File: config.mk
export PLATFORM = sky130hd
export DESIGN_NAME = draw_sprite_anim
export DESIGN_NICKNAME = d
export VERILOG_FILES = /design/src/rtl/draw_sprite_anim.sv
export SDC_FILE = /design/constraint.sdc
export NUM_CORES = 1
export LEC_CHECK = 0
export ABC_AREA = 0
export BUFFER_PORTS_ARGS = -buffer_cell sky130_fd_sc_hd__buf_4
export CORE_MARGIN = 8
export CORE_UTILIZATION = 45
export DETAILED_ROUTE_END_ITERATION = 10
export PLACE_DENSITY = 0.68
export SYNTH_ARGS = -nofsm -noshare
export SYNTH_HDL_FRONTEND = slang
export SYNTH_SLANG_ARGS = --single-unit
File: constraint.sdc
create_clock -name pclk -period 5.5 [get_ports pclk]
set_input_delay 0.55 -clock pclk [delete_from_list [all_inputs] [get_ports pclk]]
set_output_delay 0.55 -clock pclk [all_outputs]
set_load 0.05 [all_outputs]
File: src/rtl/draw_sprite_anim.sv
// rtl/draw_sprite_anim.sv - animated sprite overlay on a pipelined video bus
// Optional feature macro: DRAW_SPRITE_TRANSPARENCY_EN (colour-key transparency against ALPHA).
// Video bus layout: {hcount[10:0], vcount[10:0], rgb[11:0]}.
module draw_sprite_anim #(
  parameter int          WIDTH        = 48,
  parameter int          HEIGHT       = 64,
  parameter int          ADDR_WIDTH_X = 6,
  parameter int          ADDR_WIDTH_Y = 6,
  parameter int          FRAME_BITS   = 2,
  parameter int          NUM_FRAMES   = 3,
  parameter int          SCALE_X      = 1,
  parameter int          SCALE_Y      = 1,
  parameter int          ANIM_DIV     = 8,
  parameter int          ROM_LATENCY  = 1,
  parameter logic [11:0] ALPHA        = 12'h000,
  localparam int         BUS_WIDTH    = 33
) (
  input  logic                                         pclk,
  input  logic                                         rst,
  input  logic [BUS_WIDTH:0]                           video_bus_in,
  output logic [BUS_WIDTH:0]                           video_bus_out,
  output logic [FRAME_BITS+ADDR_WIDTH_Y+ADDR_WIDTH_X-1:0] pixel_addr,
  input  logic [11:0]                                  rgb_pixel,
  input  logic [10:0]                                  xpos,
  input  logic [10:0]                                  ypos,
  input  logic                                         flip_h,
  input  logic                                         enable,
  input  logic                                         anim_run,
  output logic [FRAME_BITS-1:0]                        frame_idx
);

  localparam int AW    = FRAME_BITS + ADDR_WIDTH_Y + ADDR_WIDTH_X;
  localparam int DIV_W = (ANIM_DIV > 1) ? $clog2(ANIM_DIV) : 1;
  localparam int PIPE  = ROM_LATENCY + 1;

  logic [10:0] hcount;
  logic [10:0] vcount;
  logic        frame_start;

  assign hcount      = video_bus_in[BUS_WIDTH -: 11];
  assign vcount      = video_bus_in[BUS_WIDTH-11 -: 11];
  assign frame_start = (hcount == 11'd0) && (vcount == 11'd0);

  // Per-frame latched controls and animation state
  logic [10:0]           xpos_q, xpos_d;
  logic [10:0]           ypos_q, ypos_d;
  logic                  flip_q, flip_d;
  logic                  enable_q, enable_d;
  logic [DIV_W-1:0]      div_q, div_d;
  logic [FRAME_BITS-1:0] frame_q, frame_d;

  // New controls take effect on the frame-start pixel itself and hold for the frame
  always_comb begin
    xpos_d   = xpos_q;
    ypos_d   = ypos_q;
    flip_d   = flip_q;
    enable_d = enable_q;
    div_d    = div_q;
    frame_d  = frame_q;
    if (frame_start) begin
      xpos_d   = xpos;
      ypos_d   = ypos;
      flip_d   = flip_h;
      enable_d = enable;
      if (anim_run) begin
        if (div_q == DIV_W'(ANIM_DIV - 1)) begin
          div_d   = '0;
          frame_d = (frame_q == FRAME_BITS'(NUM_FRAMES - 1)) ? '0 : frame_q + 1'b1;
        end else begin
          div_d = div_q + 1'b1;
        end
      end
    end
  end

  // Hit test and ROM address generation (12-bit compares so xpos near 2047 never wraps)
  logic [11:0]             h12, v12, x12, y12;
  logic                    hit;
  logic [10:0]             dx, dy;
  logic [10:0]             col_full, row_full;
  logic [ADDR_WIDTH_X-1:0] col;
  logic [ADDR_WIDTH_Y-1:0] row;
  logic [AW-1:0]           addr_q, addr_d;

  // Combinational sprite hit and scaled/mirrored column and row
  always_comb begin
    h12      = {1'b0, hcount};
    v12      = {1'b0, vcount};
    x12      = {1'b0, xpos_d};
    y12      = {1'b0, ypos_d};
    hit      = enable_d
             && (h12 >= x12) && (h12 < x12 + 12'(WIDTH))
             && (v12 >= y12) && (v12 < y12 + 12'(HEIGHT));
    dx       = hcount - xpos_d;
    dy       = vcount - ypos_d;
    row_full = dy / 11'(SCALE_Y);
    if (flip_d) begin
      col_full = 11'(WIDTH / SCALE_X - 1) - dx / 11'(SCALE_X);
    end else begin
      col_full = dx / 11'(SCALE_X);
    end
    col    = '0;
    row    = '0;
    if (hit) begin
      col = ADDR_WIDTH_X'(col_full);
      row = ADDR_WIDTH_Y'(row_full);
    end
    addr_d = {frame_d, row, col};
  end

  // Bus and hit delay line lining up with the ROM read data
  logic [BUS_WIDTH+1:0] pipe_q [PIPE];

  // Shift {hit, bus} through ROM_LATENCY+1 stages
  always_ff @(posedge pclk) begin
    if (rst) begin
      for (int i = 0; i < PIPE; i++) pipe_q[i] <= '0;
    end else begin
      pipe_q[0] <= {hit, video_bus_in};
      for (int i = 1; i < PIPE; i++) pipe_q[i] <= pipe_q[i-1];
    end
  end

  // Control latches, animation counters and registered ROM address
  always_ff @(posedge pclk) begin
    if (rst) begin
      xpos_q   <= '0;
      ypos_q   <= '0;
      flip_q   <= 1'b0;
      enable_q <= 1'b0;
      div_q    <= '0;
      frame_q  <= '0;
      addr_q   <= '0;
    end else begin
      xpos_q   <= xpos_d;
      ypos_q   <= ypos_d;
      flip_q   <= flip_d;
      enable_q <= enable_d;
      div_q    <= div_d;
      frame_q  <= frame_d;
      addr_q   <= addr_d;
    end
  end

  // Merge stage: sprite pixel replaces background where the aligned hit is set
  logic                 aligned_hit;
  logic [BUS_WIDTH:0]   aligned_bus;
  logic [11:0]          rgb_d;
  logic [BUS_WIDTH:0]   out_q, out_d;

  assign aligned_hit = pipe_q[PIPE-1][BUS_WIDTH+1];
  assign aligned_bus = pipe_q[PIPE-1][BUS_WIDTH:0];

  // Select output colour for the aligned pixel
  always_comb begin
    rgb_d = aligned_bus[11:0];
    if (aligned_hit) begin
`ifdef DRAW_SPRITE_TRANSPARENCY_EN
      if (rgb_pixel != ALPHA) rgb_d = rgb_pixel;
`else
      rgb_d = rgb_pixel;
`endif
    end
    out_d = {aligned_bus[BUS_WIDTH:12], rgb_d};
  end

  // Output register
  always_ff @(posedge pclk) begin
    if (rst) out_q <= '0;
    else     out_q <= out_d;
  end

  assign video_bus_out = out_q;
  assign pixel_addr    = addr_q;
  assign frame_idx     = frame_q;

endmodule

# Yosys cells after proc, flatten, opt, wreduce, memory -nomap -nowiden

Memories as Yosys holds them, arrays and structs flattened.
Cells that the tools add are included.
Widths: inputs -> output; s select.

Bits in registers: 75
Latch bits: 0
RAM bits: 70
Memory bits (read-only): 0
Output and inout bits: 50
Memories: 1

$add $sub $neg: 7
Multiply operators: 0
Div/mod/pow operators: 0
Magnitude comparators: 4
Eq/ne operators: 2
Shifts and indexed selects: 0
Multiplexer cells: 16
Bitwise operators: 3
Reduce and logical (&&, ||, !) cells: 10

Memory list:

| name   | depth | bits a word | rd ports | clocked after memory_dff | write ports | line | text |
|---|---|---|---|---|---|---|---|
| pipe_q | 2     | 35          | 2        | 0                        | 2           | 112  | `logic [BUS_WIDTH+1:0] pipe_q [PIPE];` |

Operators by type and width:

| operator              | count |
|---|---|
| $mux 35               | 2 |
| $lt 11x12->1          | 2 |
| $ge 11x11->1          | 2 |
| $logic_not 11->1      | 2 |
| $mux 11               | 2 |
| $add 11x6->12 const B | 1 |
| $add 11x7->12 const B | 1 |
| $mux 12               | 1 |
| $sub 6x6->6           | 2 |
| $mux 2                | 4 |
| $mux 6                | 1 |
| $sub 6x6->6 const A   | 1 |
| $logic_and 1x1->1     | 5 |
| $mux 1                | 5 |
| $add 3x1->3 const B   | 1 |
| $eq 3x3->1 const B    | 1 |
| $mux 3                | 1 |
| $reduce_and 3->1      | 1 |
| $add 2x1->2 const B   | 1 |
| $eq 2x2->1 const B    | 1 |
| $or 1x1->1            | 2 |
| $reduce_and 2->1      | 1 |
| $reduce_or 2->1       | 1 |
| $not 1->1             | 1 |

# Logic depth before layout (Yosys ltp)

Depth after elaboration: 10
Gate-level depth with buffers: 18
Mapped depth without buffers: 14

# Worst setup path after synthesis

Ideal clock, no wire load.

Path type: input-to-reg
Start point: input port video_bus_in[29]
End point: register addr_q[0], in the netlist pixel_addr[0]
Library setup time: 124 ps
Arrival: 4,278 ps
Slack: 1,097 ps
Stages: 15
Path buffers: 4
Cell sequence: or4_4 -> nor4_4 -> buf_6 -> buf_2 -> buf_2 -> mux2i_1 -> ha_1 -> nor2b_1 -> o31a_1 -> or2_2 -> a211oi_1 -> maj3_1 -> o21a_1 -> buf_2 -> nor3_2

Cells in the longest elaborated chain, start to end: 10
Elaborated cells between the ends (all ways): 21
Those cells by class: add/sub: 4; order compare: 4; mux: 5; bitwise: 1; reduce/logical: 7

Ends and longest elaborated chain:

| item                                                     | line | text |
|---|---|---|
| from (decl)                                              | 20   | `input logic [BUS_WIDTH:0] video_bus_in,` |
| $logic_not 11->1                                         | 42   | `assign frame_start = (hcount == 11'd0) && (vcount == 11'd0);` |
| $logic_and 1x1->1                                        | 42   |  |
| $mux 11                                                  | 60   | `if (frame_start) begin` |
| $add 11x6->12 / $ge 11x11->1 (equally long branches)     | 92   | `&& (h12 >= x12) && (h12 < x12 + 12'(WIDTH))` |
| $lt 11x12->1 / $logic_and 1x1->1 (equally long branches) | 92   |  |
| $logic_and 1x1->1                                        | 92   |  |
| $logic_and 1x1->1 (2 in series)                          | 93   | `&& (v12 >= y12) && (v12 < y12 + 12'(HEIGHT));` |
| $not 1->1 (no line)                                      | -    |  |
| $reduce_or 2->1 (no line)                                | -    |  |
| to (signal assigned)                                     | 141  | `addr_q <= addr_d;` |
| to (decl)                                                | 83   | `logic [AW-1:0] addr_q, addr_d;` |

Several ways; a longest one is shown, not always the timed one.
A chain may end at the register's enable or synchronous reset.

# Worst setup path after layout

Start point: input port video_bus_in[17]
End point: register addr_q[11], in the netlist pixel_addr[11]

The elaborated chain is that of the path after synthesis.

==> run summary <==
CTS buffer count: 17
Final count of hold timing violations: 0
Worst path bufs/invs: 2
Drt via density: 4.68
Root Buffer: clkbuf_16
Slowest-stage cell, CP: nor4_4
Outcome: completed
Post-synth EDFFs: 0
RSZ-0062 raised after global routing: no
Starting Density: 45.3%
Final setup fails: 0
Synth Flop Type: dfxtp_1
Critical Path RT: 5770 ps
Type of element launching the critical path: input pin
Period utilization: 76.8%
Synth warnings: 0
Gate Count Post-Synth: 531
Area leader, netlist: dfxtp_1
Seq/Total Area, Yosys: 51.7%
Crit path time final: 4220 ps
Area taken by multi-input logic gates: 0.00256 sq mm
Wire length per cell: 14.8 um
Top cells by area, synth: dfxtp_1 (52%), nor2b_1 (10%), ha_1 (8.0%)
LEAKAGE: 3.08 nW
Pwr Density: 344 mW/mm^2
Cell family with most CP delay: simple AND/OR/NAND/NOR gates
Via count: 3923
Top cell type's share of synthesized area: 51.7%
# fillers: 1063
Register area: 0.00290 sq mm
Skew final: 5.47 ps
First-pass GRT wire length: 19800 um
HP Class: input pin to register
Cell chain of the critical path: buf_4, nor4_1, nand4_1, nor4_4, buf_4, mux2i_1, ha_1, o21a_1, o31a_1, or2_2, a211oi_1, maj3_1, o21a_1, nor4_1
Dpl cells: 807
Critical path class: input pin to register
Vias in the first global route: 3987
DR iter-0 viols: 173
Max-Cap Viols: 0
Slew Limit Fails: 0
Die area: 0.0163 sq mm
GRT Overall Usage: 15.6%
Post-cts resize count: 0
Post-route ant nets: 0
Layout Area Growth over Synthesis: 30.4%
Initial DRT Pass Iterations: 4
Ys async rst share: 0%
Count leader, synth: dfxtp_1
GP Congestion: 0.907
Worst-skew pair later-pin latency: 410 ps
Setup crit end kind: register
Row count: 41
Clk sinks: 145
WP data arrival: 4490 ps
Ant diodes: 0
Peak VDD IR: 0.149 mV
Longest Clk Path Bufs: 2
Die Y: 128 um
Final wirelength: 12400 um
DRC violation count after routing: 0
Slowest stage delay, CP: 550 ps
IO buf count: 122
Mapped Nets: 642
Fin nets: 765
Max Freq: 237 MHz
Die Wd: 128 um
Worst-margin pin slew: 766 ps
Share of cells above drive strength 1: 26.6%
Initial antenna violation count: 0
CP Max Fanout: 13
Post-CTS Setup Bufs: 0
I/O pin count: 123
CTS tree: built
Cts hold-fix bufs: 0
Global route overflow: 0
HPWL reported at the end of detailed placement: 9280 um
Largest net degree at the start of global routing: 76
Synth top cells by count: dfxtp_1 (145), nor2b_1 (92), nor2_1 (54)
Max transition margin: 48.9%
Mean Syn Cell Area: 10.6 sq um
Seq cells post-synth: 145
Non-Filler Instances: 838
Clock transition at path regs: 60 ps
Mapped Area: 0.00562 sq mm
H-tree depth: 4
Synth unique cells: 45
Final setup TNS: 0 ps
Core area: 0.0124 sq mm
state kept, by name (all words and copies together) (netlist names):
register and cells:
xpos_q 11, video_bus_out 34, pixel_addr 14, div_q 3, ypos_q 11, enable_q 1
pipe_q 70, flip_q 1
cells in the final DEF (no fill, tap or decap), drive strengths merged, types with 11 or more instances in the layout:
| cell type | instances |
|---|---|
| dfxtp | 145 |
| buf | 127 |
| nor2b | 92 |
| nor2 | 54 |
| ha | 36 |
| mux2i | 34 |
| clkbuf | 22 |
| a21oi | 15 |
| nor3 | 15 |
| nand2 | 14 |
| inv | 11 |
layout make-up:
type                    instances  area share [%]
flip-flops and latches        145            39.6
multi-input cells             353            35.0
repair buffers                127            13.0
clock buffers                  22            6.47
well taps                     172            2.94
clock inverters                 9            2.43
inverters                      10           0.512
per-stage QoR:
stage | setup slack, ps | cell area [sq um] | power [mW] | hold WS [ps] | util, %
finish | 1280 | 7320 | 2.52 | 349 | 59.0
global route | 990 | 7320 | 2.62 | 331 | 59.0
CTS | 1300 | 7320 | 2.55 | 326 | 59.0
detailed placement | 847 | 6670 | 1.29 | 420 | 53.7
global placement | 905 | 6670 | 1.29 | 419 | 53.7
floorplan | 1100 | 5620 | 1.21 | 414 | -
path summary, 6_finish.rpt:
check / cells after the start / slack, ps / from / end
setup / recovery: 14 / 1280 / video_bus_in[17] / pixel_addr[11]
hold / removal: 2 / 350 / video_bus_in[1] / pipe_q[0][1]
setup reg to reg: 9 / 2620 / xpos_q[1] / pixel_addr[11]
hold reg to reg: 1 / 430 / pipe_q[0][16] / pipe_q[0][51]
cells by family after synthesis:
| kind of cell | share of synthesized area (%) |
|---|---|
| AOI/OAI and AO/OA | 6.10 |
| xor gates and xnor gates | 2.90 |
| adders and majority gates | 8.91 |
| buffers and inverters | 2.69 |
| DFF | 51.7 |
| muxes | 6.93 |
| and+or+nand+nor | 20.8 |
metal layers:
layer	track usage (%)	wire length [um]
met5	0	0
met4	7.55	223
met3	4.95	667
met2	25.0	5910
met1	18.6	5570
worst reg2reg max path, delay by kind of cell (launching register included):
kind	cells	cell delay, ps
adder cells (fa/ha/maj)	2	530
AO/OA/AOI/OAI	3	1050
multiplexers	1	280
AND/OR/NAND/NOR	3	590
flip-flops	1	290
where the power goes:
part,internal (mW),switching [mW],leakage [nW],total [mW]
combinational,0.0829,0.0999,1.58,0.183
clock,0.839,0.409,0.321,1.25
sequential,1.08,0.00573,1.19,1.09
total,2.00,0.515,3.08,2.52
Note: power is estimated with default switching activity, not from simulation.
